[config.mk]
export PLATFORM = sky130hd
export DESIGN_NAME = mem_port_arbiter_flat
export DESIGN_NICKNAME = d
export VERILOG_FILES = /design/src/rtl/mem_port_arbiter_if.sv /design/src/rtl/mem_port_arbiter.sv /design/src/flat_wrapper.sv
export SDC_FILE = /design/constraint.sdc
export NUM_CORES = 1
export LEC_CHECK = 0
export CAP_MARGIN = 0
export CORE_ASPECT_RATIO = 1.25
export CORE_MARGIN = 8
export CORE_UTILIZATION = 33
export CTS_BUF_LIST = sky130_fd_sc_hd__clkbuf_4 sky130_fd_sc_hd__clkbuf_8
export CTS_CLUSTER_SIZE = 12
export DETAILED_ROUTE_END_ITERATION = 7
export HOLD_SLACK_MARGIN = 0.05
export PLACE_DENSITY = 0.81
export RECOVER_POWER = 25
export SYNTH_ARGS = -nofsm -noshare
export SYNTH_HDL_FRONTEND = slang
export SYNTH_SLANG_ARGS = --single-unit
[constraint.sdc]
create_clock -name clk -period 1.62 [get_ports clk]
set_clock_uncertainty 0.15 [all_clocks]
set_input_delay 0.243 -clock clk [delete_from_list [all_inputs] [get_ports clk]]
set_output_delay 0.243 -clock clk [all_outputs]
set_load 0.03 [all_outputs]
[src/rtl/mem_port_arbiter_if.sv]
// Bus bundle for mem_port_arbiter: three requester ports plus the memory port.
// master: the arbiter's view (it drives grants, read returns and the memory bus).
// slave:  the surroundings' view (requesters and the memory itself).
interface mem_port_arbiter_if #(
  parameter int unsigned AW = 32,
  parameter int unsigned DW = 32
);
  logic [2:0]      req;
  logic [2:0]      req_we;
  logic [3*AW-1:0] req_addr;
  logic [3*DW-1:0] req_wdata;
  logic [2:0]      gnt;
  logic [2:0]      rvalid;
  logic [DW-1:0]   rdata;
  logic            busy;
  logic            mem_en;
  logic            mem_we;
  logic [AW-1:0]   mem_addr;
  logic [DW-1:0]   mem_wdata;
  logic [DW-1:0]   mem_rdata;

  modport master (
    input  req, req_we, req_addr, req_wdata, mem_rdata,
    output gnt, rvalid, rdata, busy, mem_en, mem_we, mem_addr, mem_wdata
  );

  modport slave (
    output req, req_we, req_addr, req_wdata, mem_rdata,
    input  gnt, rvalid, rdata, busy, mem_en, mem_we, mem_addr, mem_wdata
  );
endinterface

[src/rtl/mem_port_arbiter.sv]
// Three-way arbiter in front of a single-port memory: data port (0), instruction
// fetch (1), loader/DMA (2). Each access is issued in a one-cycle ACCESS state;
// reads then wait RD_LAT cycles and the memory data is passed straight through
// to the granted requester.
// Build option: define ARB_FIXED_PRIO_EN for fixed priority 0 > 1 > 2 instead of
// round-robin (the round-robin pointer is then removed).
module mem_port_arbiter #(
  parameter int unsigned AW     = 32,
  parameter int unsigned DW     = 32,
  parameter int unsigned RD_LAT = 2
) (
  input logic                clk,
  input logic                rst,
  mem_port_arbiter_if.master bus
);

  localparam logic [1:0] StIdle   = 2'd0;
  localparam logic [1:0] StAccess = 2'd1;
  localparam logic [1:0] StWait   = 2'd2;

  localparam logic [2:0] RdLatM1 = 3'(RD_LAT - 1);

  logic [1:0]    state_q, state_d;
  logic [1:0]    win_q, win_d;
  logic          we_q, we_d;
  logic [AW-1:0] addr_q, addr_d;
  logic [DW-1:0] wdata_q, wdata_d;
  logic [2:0]    cnt_q, cnt_d;
  logic [1:0]    pick;
  logic [2:0]    win_onehot;
  logic          rd_done;

`ifndef ARB_FIXED_PRIO_EN
  logic [1:0]    last_q, last_d;
`endif

  // Winner selection among the currently requesting ports
  always_comb begin
`ifdef ARB_FIXED_PRIO_EN
    if (bus.req[0])      pick = 2'd0;
    else if (bus.req[1]) pick = 2'd1;
    else                 pick = 2'd2;
`else
    // Search starts one past the last granted port
    case (last_q)
      2'd0:    pick = bus.req[1] ? 2'd1 : (bus.req[2] ? 2'd2 : 2'd0);
      2'd1:    pick = bus.req[2] ? 2'd2 : (bus.req[0] ? 2'd0 : 2'd1);
      default: pick = bus.req[0] ? 2'd0 : (bus.req[1] ? 2'd1 : 2'd2);
    endcase
`endif
  end

  // Access sequencing: latch winner in IDLE, issue in ACCESS, count down in WAIT
  always_comb begin
    state_d = state_q;
    win_d   = win_q;
    we_d    = we_q;
    addr_d  = addr_q;
    wdata_d = wdata_q;
    cnt_d   = cnt_q;
`ifndef ARB_FIXED_PRIO_EN
    last_d  = last_q;
`endif
    case (state_q)
      StIdle: begin
        if (|bus.req) begin
          state_d = StAccess;
          win_d   = pick;
          // Fetch port is read-only regardless of its we bit
          we_d    = (pick == 2'd1) ? 1'b0 : bus.req_we[pick];
          addr_d  = bus.req_addr[pick*AW +: AW];
          wdata_d = bus.req_wdata[pick*DW +: DW];
        end
      end
      StAccess: begin
`ifndef ARB_FIXED_PRIO_EN
        last_d = win_q;
`endif
        if (we_q) begin
          state_d = StIdle;
        end else begin
          state_d = StWait;
          cnt_d   = RdLatM1;
        end
      end
      StWait: begin
        if (cnt_q == 3'd0) state_d = StIdle;
        else               cnt_d   = cnt_q - 3'd1;
      end
      default: state_d = StIdle;
    endcase
  end

  // State registers; reset discards any access in flight
  always_ff @(posedge clk or negedge rst) begin
    if (!rst) begin
      state_q <= StIdle;
      win_q   <= 2'd0;
      we_q    <= 1'b0;
      addr_q  <= '0;
      wdata_q <= '0;
      cnt_q   <= 3'd0;
`ifndef ARB_FIXED_PRIO_EN
      last_q  <= 2'd2;
`endif
    end else begin
      state_q <= state_d;
      win_q   <= win_d;
      we_q    <= we_d;
      addr_q  <= addr_d;
      wdata_q <= wdata_d;
      cnt_q   <= cnt_d;
`ifndef ARB_FIXED_PRIO_EN
      last_q  <= last_d;
`endif
    end
  end

  // Outputs decoded from state so reset clears them immediately
  always_comb begin
    win_onehot    = 3'b001 << win_q;
    rd_done       = (state_q == StWait) && (cnt_q == 3'd0);
    bus.gnt       = (state_q == StAccess) ? win_onehot : 3'b000;
    bus.rvalid    = rd_done ? win_onehot : 3'b000;
    bus.rdata     = rd_done ? bus.mem_rdata : '0;
    bus.busy      = (state_q != StIdle);
    bus.mem_en    = (state_q == StAccess);
    bus.mem_we    = (state_q == StAccess) && we_q;
    bus.mem_addr  = addr_q;
    bus.mem_wdata = wdata_q;
  end

endmodule
[src/flat_wrapper.sv]
// flat-port wrapper written by rule: the top's interface ports become plain ports
module mem_port_arbiter_flat 
#(
  parameter int unsigned AW     = 32,
  parameter int unsigned DW     = 32,
  parameter int unsigned RD_LAT = 2
)
  (clk, rst, bus_req, bus_req_we, bus_req_addr, bus_req_wdata, bus_mem_rdata, bus_gnt, bus_rvalid, bus_rdata, bus_busy, bus_mem_en, bus_mem_we, bus_mem_addr, bus_mem_wdata);
  mem_port_arbiter_if #(.AW(AW), .DW(DW)) bus_i ();
  input logic clk;
  input logic rst;
  input wire logic [$bits(bus_i.req)-1:0] bus_req;
  input wire logic [$bits(bus_i.req_we)-1:0] bus_req_we;
  input wire logic [$bits(bus_i.req_addr)-1:0] bus_req_addr;
  input wire logic [$bits(bus_i.req_wdata)-1:0] bus_req_wdata;
  input wire logic [$bits(bus_i.mem_rdata)-1:0] bus_mem_rdata;
  output wire logic [$bits(bus_i.gnt)-1:0] bus_gnt;
  output wire logic [$bits(bus_i.rvalid)-1:0] bus_rvalid;
  output wire logic [$bits(bus_i.rdata)-1:0] bus_rdata;
  output wire logic [$bits(bus_i.busy)-1:0] bus_busy;
  output wire logic [$bits(bus_i.mem_en)-1:0] bus_mem_en;
  output wire logic [$bits(bus_i.mem_we)-1:0] bus_mem_we;
  output wire logic [$bits(bus_i.mem_addr)-1:0] bus_mem_addr;
  output wire logic [$bits(bus_i.mem_wdata)-1:0] bus_mem_wdata;
  assign bus_i.req = bus_req;
  assign bus_i.req_we = bus_req_we;
  assign bus_i.req_addr = bus_req_addr;
  assign bus_i.req_wdata = bus_req_wdata;
  assign bus_i.mem_rdata = bus_mem_rdata;
  assign bus_gnt = bus_i.gnt;
  assign bus_rvalid = bus_i.rvalid;
  assign bus_rdata = bus_i.rdata;
  assign bus_busy = bus_i.busy;
  assign bus_mem_en = bus_i.mem_en;
  assign bus_mem_we = bus_i.mem_we;
  assign bus_mem_addr = bus_i.mem_addr;
  assign bus_mem_wdata = bus_i.mem_wdata;
  mem_port_arbiter #(.AW(AW), .DW(DW), .RD_LAT(RD_LAT)) u_core (.clk(clk), .rst(rst), .bus(bus_i));
endmodule
* Word-level counts from Yosys, hierarchy flattened *
Index checks and enable logic that the tools add are counted.

word-level totals
  register bits after elaboration = 74
  latch bits = 0
  memory bits (writable) = 0
  ROM bits = 0
  input bits = 232
  logic and storage cells = 51
  memories = 0

operators by class
  add/sub/neg operators = 1
  $mul = 0
  div/mod/pow operators = 0
  magnitude comparators = 1
  eq/ne operators = 8
  shift operators = 3
  mux-type cells = 20
  bitwise gates (word level) = 0
  reductions and logical operators = 11

operators by type and width
  cell                                                                    number
  96-bit by 8-bit variable part select with 32-bit output                 2
  32-bit two-way mux                                                      1
  2-bit two-way mux                                                       8
  3-bit two-way mux                                                       4
  2-bit by 1-bit equality test with 1-bit output (second input constant)  3
  2-bit case mux with 3 select lines                                      1
  3-bit case mux with 2 select lines                                      1
  2-bit logical NOT                                                       2
  2-bit by 1-bit != test with 1-bit output (second input constant)        2
  2-bit != test (second input constant)                                   2
  2-bit case mux with 2 select lines                                      1
  2-bit AND reduction                                                     2
  2-bit nonzero test                                                      2
  3-bit logical NOT                                                       1
  2-bit by 3-bit < comparator with 1-bit output (second input constant)   1
  1-bit two-way mux                                                       3
  3-bit AND reduction                                                     1
  3-bit OR reduction                                                      1
  1-bit by 2-bit left shift with 3-bit output (first input constant)      1
  3-bit by 1-bit subtractor with 3-bit output (second input constant)     1
  1-bit binary-select mux with 2-bit select                               1
  2-bit equality test (second input constant)                             1
  1-bit logical AND                                                       2

* Longest topological paths before layout *
  depth after elaboration = 6
  depth in mapped cells = 8
  depth with buffers taken out = 7

* Worst setup path after synthesis *
Ideal clock, no wire load.

  path kind = flip-flop to output port
  from = register u_core.state_q[1]
  to = output port bus_gnt[0]
  data arrival time = 1.662 ns
  required time = 1.227 ns
  path slack = -0.435 ns
  stages on the path, launching flop included = 4
  buffers on the path = 0
  path through = dfrtp_1 -> inv_1 -> ha_1 -> nor3b_1

between the ends
  word-level cells in the longest chain between the ends = 2

ends and longest elaborated chain
  what                                            RTL line                 source
  from (decl)                                     mem_port_arbiter.sv:23   logic [1:0] state_q, state_d;
  from (signal assigned)                          mem_port_arbiter.sv:97   state_q <= StIdle;
  from (signal assigned)                          mem_port_arbiter.sv:107  state_q <= state_d;
  2-bit by 1-bit equality test with 1-bit output  n/a
  via bus_mem_en                                  flat_wrapper.sv:21       output wire logic [$bits(bus_i.mem_en)-1:0] bus_mem_en;
  3-bit two-way mux                               mem_port_arbiter.sv:123  bus.gnt = (state_q == StAccess) ? win_onehot : 3'b000;
  to (decl)                                       flat_wrapper.sv:17       output wire logic [$bits(bus_i.gnt)-1:0] bus_gnt;

The timed path passes the listed nets, and every way through them passes these cells.

* Worst setup path in the final report *
  from = register u_core.state_q[0]
  to = output port bus_rdata[5]

between the ends
  word-level cells in the longest chain between the ends = 3

ends and longest elaborated chain
  what                 RTL line                 source
  2-bit equality test  mem_port_arbiter.sv:122  rd_done = (state_q == StWait) && (cnt_q == 3'd0);
  1-bit logical AND    mem_port_arbiter.sv:122
  32-bit two-way mux   mem_port_arbiter.sv:125  bus.rdata = rd_done ? bus.mem_rdata : '0;
  to (decl)            flat_wrapper.sv:19       output wire logic [$bits(bus_i.rdata)-1:0] bus_rdata;

No other way between the ends.

==> metrics.md <==
| Metric | Value |
|---|---|
| CTS clk-pin slew, worst paths | `100 ps` |
| CP max FO | `32` |
| DRT antenna net count | `0` |
| TritonCTS Sinks | `74` |
| Critical path class | `reg -> out` |
| Sequential fraction of the synthesis area | `0.384` |
| Worst Slack Setup Final | `-529 ps` |
| Initial antenna violation count | `2` |
| DRC violations left | `0` |
| Final setup fails | `around 110` |
| Worst-Skew Late Latency | `370 ps` |
| Max_cap viols | `0` |
| Worst-margin pin slew | `847 ps` |
| Switching Fraction | `0.497` |
| Failing checks | `negative setup slack` |
| Post-synthesis register bit count | `between 70 and 80` |
| Worst EP arrival | `between 1500 and 2000 ps` |
| CTS H-Tree Depth | `3` |
| Clock root buffer | `clkbuf_8` |
| Initial core utilization | `0.337` |
| CTS max path bufs | `2` |
| WL/cell | `26.2 um` |
| Number of global-route vias before repair | `7422` |
| Share of the synthesized area in the top cell type | `0.378` |
| Leak | `4.79 nW` |
| Worst IR Drop VDD | `1.04 mV` |
| Slew Viols, Final | `0` |
| Synth top area cells | `dfrtp_1 (38%), a21oi_1 (13%), o21ai_0 (8.6%), nand3_1 (6.7%), nand2_1 (5.9%)` |
| Worst hold margin | `around 320 ps` |
| Setup crit start kind | `register` |
| Async set-reset flop share out of synthesis | `1.00` |
| Fin crit period | `about 2100 ps` |
| Port Buffer Count | `336` |
| Vias per cell | `5.89` |
| First-pass GRT wire length | `45.1 mm` |
| Cell Pwr Density | `1810 mW/mm2` |
| Die area | `0.0188 mm2` |
| Synth cell types | `31` |
| Drt pass-1 iters | `5` |
| Synth Net Count | `919` |
| Vias | `7450` |
| Mapped cell area | `around 0.0048 mm2` |
| Row cnt | `49` |
| Fin Setup TNS | `-40400 ps` |
| Synth warn | `0` |
| Num CTS Buffers | `9` |
| Largest net degree at the start of global routing | `37` |
| CORE AREA | `between 0.01 and 0.015 mm2` |
| Die Height | `151 um` |
| Total gr overflow | `0` |
| Psw | `10.6 mW` |
| Layout cells sized above 1 | `0.420` |
| Top FF cell, synth | `dfrtp_1` |
| Top Ports | `337` |
| GP Congestion | `0.866` |
| Peak Freq | `465 MHz` |
| All-layer global routing usage | `0.309` |
| Worst Path Required | `1230 ps` |
| CP Capture Type | `output pin` |
| Area growth from synthesis to layout | `144%` |
| Initial DRC Count | `575` |
| Synth Instances | `682` |
| P_int | `10.7 mW` |
| Layout Nets | `1317` |
| Status | `finished, violations left` |
| Mean Syn Cell Area | `7.08 um2` |
| Post-synth EDFFs | `0` |
| Unrepaired setup endpoints after global routing | `true` |
| Final worst-path cycle share | `1.33` |
| Dpl hpwl | `~18 mm` |
| Clock Power Share | `0.074` |
| Combinational share of power | `0.765` |
| Hold Crit Class | `in -> async` |
| Final Hold Fails | `0` |
| Sequential share of power | `0.161` |
| Post-Route WL | `approximately 33 mm` |
| CTS tree | `done` |
| Cell accounting for the most synthesized area | `dfrtp_1` |
| DIE WIDTH | `124 um` |
| Pre-CTS setup slack | `-451 ps` |
| Rel. slew slack | `0.435` |
[sequential cells by signal (all words and copies together), names as in the netlist]
name / count
u_core.bus.mem_wdata: 32
u_core.cnt_q: 3
u_core.bus.mem_addr: 32
u_core.we_q: 1
u_core.state_q: 2
u_core.last_q: 2
u_core.win_q: 2
[Yosys cell counts, types with 2 or more instances]
library cell / n
nand2_1: 76
nor2_1: 68
nand3_1: 65
buf_1: 5
ha_1: 5
nor2b_1: 8
buf_4: 8
dfrtp_1: 73
nor3b_1: 3
and2_1: 2
mux2_2: 2
and3b_1: 2
inv_1: 8
o21ai_0: 83
o21ai_1: 51
and3_1: 32
a21oi_1: 130
clkbuf_1: 29
buf_2: 20
[critical path: stages (launching register included)]
cell and delay (ps):
dfrtp_1 410, inv_2 110, ha_2 290, buf_12 220
and3_4 210, buf_6 130
[power groups by stage]
stage / Sequential, mW / Clock (mW) / Combinational [mW]
floorplan: 4.91 / 0 / 4.64
global placement: 3.36 / 0 / 10.6
detailed placement: 3.41 / 0 / 10.8
CTS: 3.36 / 1.55 / 14.0
global route: 3.53 / 1.67 / 17.0
finish: 3.44 / 1.58 / 16.3
[repair_timing]
| item | in CTS | in global routing |
|---|---|---|
| setup endpoints to repair | 171 | 116 |
| hold buffers | 1 | 0 |
| pin swaps | 114 | 91 |
| gates cloned | 28 | 7 |
| endpoints found under the hold margin | 74 | 0 |
| setup buffers | 38 | 13 |
| gates resized for setup | 337 | 185 |
[layer usage]
layer	GRT usage	vias to the layer above	wire length, um
met2	0.549	524	16900
met3	0.0854	165	3160
met1	0.338	3553	11100
met5	0	-	13
met4	0.139	2	1940
li1	-	3206	-
[area by class of cell]
cell class	count	area (um2)
Multi-Input combinational cell	538	4210
Clock inverter	3	21.3
Sequential cell	74	1850
Antenna cell	1	2.50
Inverter	8	32.5
Timing Repair Buffer	449	5270
Tap cell	178	223
Clock buffer	13	179
Fill cell	799	2550
[cells in the final DEF, fill, tap and decap left out, types with 28 or more instances in the layout]
cell type	count
a21oi_1	49
a21oi_2	66
and3_4	30
buf_12	40
buf_4	32
buf_6	54
clkdlybuf4s50_1	230
dfrtp_1	73
dlygate4sd2_1	58
nand2_1	60
nand3_1	37
nand3_2	28
nor2_1	66
o21ai_2	76
[final timing paths]
check / from / end / slack (ps) / cells after the start
worst max-delay path: u_core.state_q[0] / bus_rdata[5] / -530 / 5
worst min-delay path: rst / u_core.bus.mem_wdata[10] / 320 / 2
worst max register to register: u_core.last_q[1] / u_core.we_q / -410 / 7
worst min register to register: u_core.cnt_q[1] / u_core.cnt_q[1] / 340 / 2
max in group asynchronous: rst / u_core.last_q[1] / 30 / 3
min in group clk: bus_req_addr[34] / u_core.bus.mem_addr[2] / 340 / 3
[through the flow]
| step | total power [mW] | std cells | cell area (um2) | utilization |
|---|---|---|---|---|
| floorplan | 9.54 | 682 | 5110 | - |
| global placement | 14.0 | 1178 | 8930 | 0.623 |
| detailed placement | 14.2 | 1178 | 8930 | 0.623 |
| CTS | 18.9 | 1257 | 11000 | 0.767 |
| global route | 22.2 | 1264 | 11800 | 0.822 |
| finish | 21.3 | 1264 | 11800 | 0.822 |
[kinds of logic (layout without fill, tap and decap cells)]
family	count (synthesis)	after routing	share of synthesized area
fa+ha+maj	5	5	0.0130
other cells	0	1	0
flops	74	74	0.384
compound gates	271	271	0.285
simple gates	260	260	0.248
mux	2	2	0.00466
buf+inv	70	473	0.0658
Note: power is estimated with default switching activity, not from simulation.
==> RTL edit: new RTL, same settings <==
`AW` is set to 32 in 3 places; all go to 16.
--- a/src/rtl/mem_port_arbiter_if.sv
+++ b/src/rtl/mem_port_arbiter_if.sv
@@ -2,7 +2,7 @@
 // master: the arbiter's view (it drives grants, read returns and the memory bus).
 // slave:  the surroundings' view (requesters and the memory itself).
 interface mem_port_arbiter_if #(
-  parameter int unsigned AW = 32,
+  parameter int unsigned AW = 16,
   parameter int unsigned DW = 32
 );
   logic [2:0]      req;
--- a/src/rtl/mem_port_arbiter.sv
+++ b/src/rtl/mem_port_arbiter.sv
@@ -5,7 +5,7 @@
 // Build option: define ARB_FIXED_PRIO_EN for fixed priority 0 > 1 > 2 instead of
 // round-robin (the round-robin pointer is then removed).
 module mem_port_arbiter #(
-  parameter int unsigned AW     = 32,
+  parameter int unsigned AW     = 16,
   parameter int unsigned DW     = 32,
   parameter int unsigned RD_LAT = 2
 ) (
--- a/src/flat_wrapper.sv
+++ b/src/flat_wrapper.sv
@@ -1,7 +1,7 @@
 // flat-port wrapper written by rule: the top's interface ports become plain ports
 module mem_port_arbiter_flat 
 #(
-  parameter int unsigned AW     = 32,
+  parameter int unsigned AW     = 16,
   parameter int unsigned DW     = 32,
   parameter int unsigned RD_LAT = 2
 )
Ports: changed (resized bus_mem_addr and bus_req_addr); port bits go from 337 to 273. No check against the original RTL was run, so the function may have changed too.
==> RTL edit against the unedited design <==
The flow still finishes with violations (setup timing). Total power shrank 33%. Area after synthesis down 17%. Worst setup slack improved by 150 ps. Routed wire length shrank 39%. Cell area is 27% lower. Sequential cell count shrank 16. Via count decreased by 27%. Sequential power down 22%. Die area decreased by 16%.
==> RTL edit: results (changes against the unedited design) <==
[sta]
setup_violations = 91  ; was 112
relSlewSlack = 0.4553  ; was 0.4351
final.setup.worst_slack_ps = -379.6  ; was -528.9 ps

[cells_and_area]
fin_nets = 1024  ; was 1317
num_antenna_cells = 0  ; was 1

[global_route]
grt_max_degree = 59  ; was 37
grt_pass1_wl_um = 30510  ; was 45100 um
track_usage = 0.2446  ; was 0.3085

[drt]
first_pass_iters = 6  ; was 5
wl_per_cell_um = 20.24  ; was 26.25 um
vias_per_cell = 5.399  ; was 5.894
wirelength_um = 20280  ; was 33180 um
drt_iter0_drc = 336  ; was 575

[clock_tree]
path_clk_slew_ps = 70  ; was 100 ps

[worst_setup_path]
crit_slowest_cell = dfstp_2  ; was dfrtp_1
cp-end-kind = register  ; was output port
r2r-end = u_core.bus.mem_wdata[2]$_DFFE_PN0P_  ; was u_core.we_q$_DFFE_PN0P_
slowest_delay_ps = 550  ; was 410 ps
cp.arrival_ps = 2060  ; was 1760 ps

[placement]
place_ws_ps = -439.4  ; was -450.6 ps
io_buffers = 271  ; was 336
dp_hpwl_um = 13400  ; was 18200 um

[logic_synthesis]
synth_cell_type_count = 35  ; was 31
synth.mux.area_fraction = 0.01193  ; was 0.004663
avgSynthCellArea_um2 = 7.519  ; was 7.082 um^2
synth_area_leaders = dfrtp_1 36%, o21ai_0 15%, a32oi_1 11%  ; was dfrtp_1 38%, a21oi_1 13%, o21ai_0 8.6%

[power]
p_sw_frac = 0.4664  ; was 0.4969
vdd_drop_max_v = 0.0009274  ; was 0.001038 V

[run_status]
outcome = finished, violations left  ; unchanged
violations = setup timing  ; unchanged

RTL edit: cell types whose count changed after synthesis, moves of 7 or more:
cell / delta
a21oi_1: -129
a32oi_1: +48
clkbuf_1: -12
dfrtp_1: -16
inv_1: +47
nand2_1: +28
nand3_1: -65
nor2_1: -64
nor2b_1: -7
o21ai_0: +35
o21ai_1: -19
RTL edit: repair_timing:
| action | CTS | global route |
|---|---|---|
| hold buffers | 1 | 0 |
| resized for setup | 233 | 67 |
| buffers inserted | 18 | 7 |
| gates cloned | 14 | 1 |
| endpoints found under the hold margin | 58 | 0 |
| setup endpoints to repair | 142 | 96 |
| pin swaps | 32 | 36 |
RTL edit: how the worst min path moves through the flow:
| stage | startpoint | to | slack, ps | depth (start not counted) |
|---|---|---|---|---|
| 2_1_floorplan | rst | u_core.bus.mem_addr[0]$_DFFE_PN0P_ | -200 | 0 |
| 3_3_place_gp | rst | u_core.bus.mem_wdata[5]$_DFFE_PN0P_ | 120 | 2 |
| 3_5_place_dp | rst | u_core.bus.mem_wdata[5]$_DFFE_PN0P_ | 130 | 2 |
| 4_1_cts | rst | u_core.bus.mem_wdata[5]$_DFFE_PN0P_ | 310 | 3 |
| 5_1_grt | u_core.cnt_q[2]$_DFFE_PN0P_ | u_core.cnt_q[2]$_DFFE_PN0P_ | 350 | 2 |
| 6_report | u_core.cnt_q[2]$_DFFE_PN0P_ | u_core.cnt_q[2]$_DFFE_PN0P_ | 330 | 2 |
RTL edit: worst min-delay path, delay by kind of cell (launching register included):
family,cells,cell delay (ps)
and+or+nand+nor,1,40
DFF,1,340
AOI/OAI and AO/OA,1,60
RTL edit: stage by stage:
| step | TNS [ps] | utilization |
|---|---|---|
| finish | -29070 | 0.7142 |
| global route | -34440 | 0.7142 |
| CTS | -28640 | 0.6906 |
| detailed placement | -25010 | 0.5941 |
| global placement | -20300 | 0.5941 |
| floorplan | -5012 | - |
RTL edit: kinds of logic after synthesis:
family,after synthesis
mux,4
buf+inv,103
fa+ha+maj,5
compound gates,204
simple gates,156
flops,58
RTL edit: layout make-up:
type                       instances  area, um^2
clock buffer                      10       131.4
clock inverter                     4       45.04
fill                             885        3427
inverter                          55       206.4
multi-input combinational        369        2769
sequential                        58        1453
tap                              164       205.2
timing repair buffer             342        3756
RTL edit: routing by layer:
layer / part of all wire / track usage / vias to the layer above / routed length [um]
met1: 0.36 / 0.2615 / 2542 / 7210
met5: 0 / 0 / - / 0
met3: 0.070 / 0.05098 / 72 / 1412
met4: 0.043 / 0.1167 / 0 / 870
li1: - / - / 2476 / -
met2: 0.53 / 0.4432 / 320 / 10790
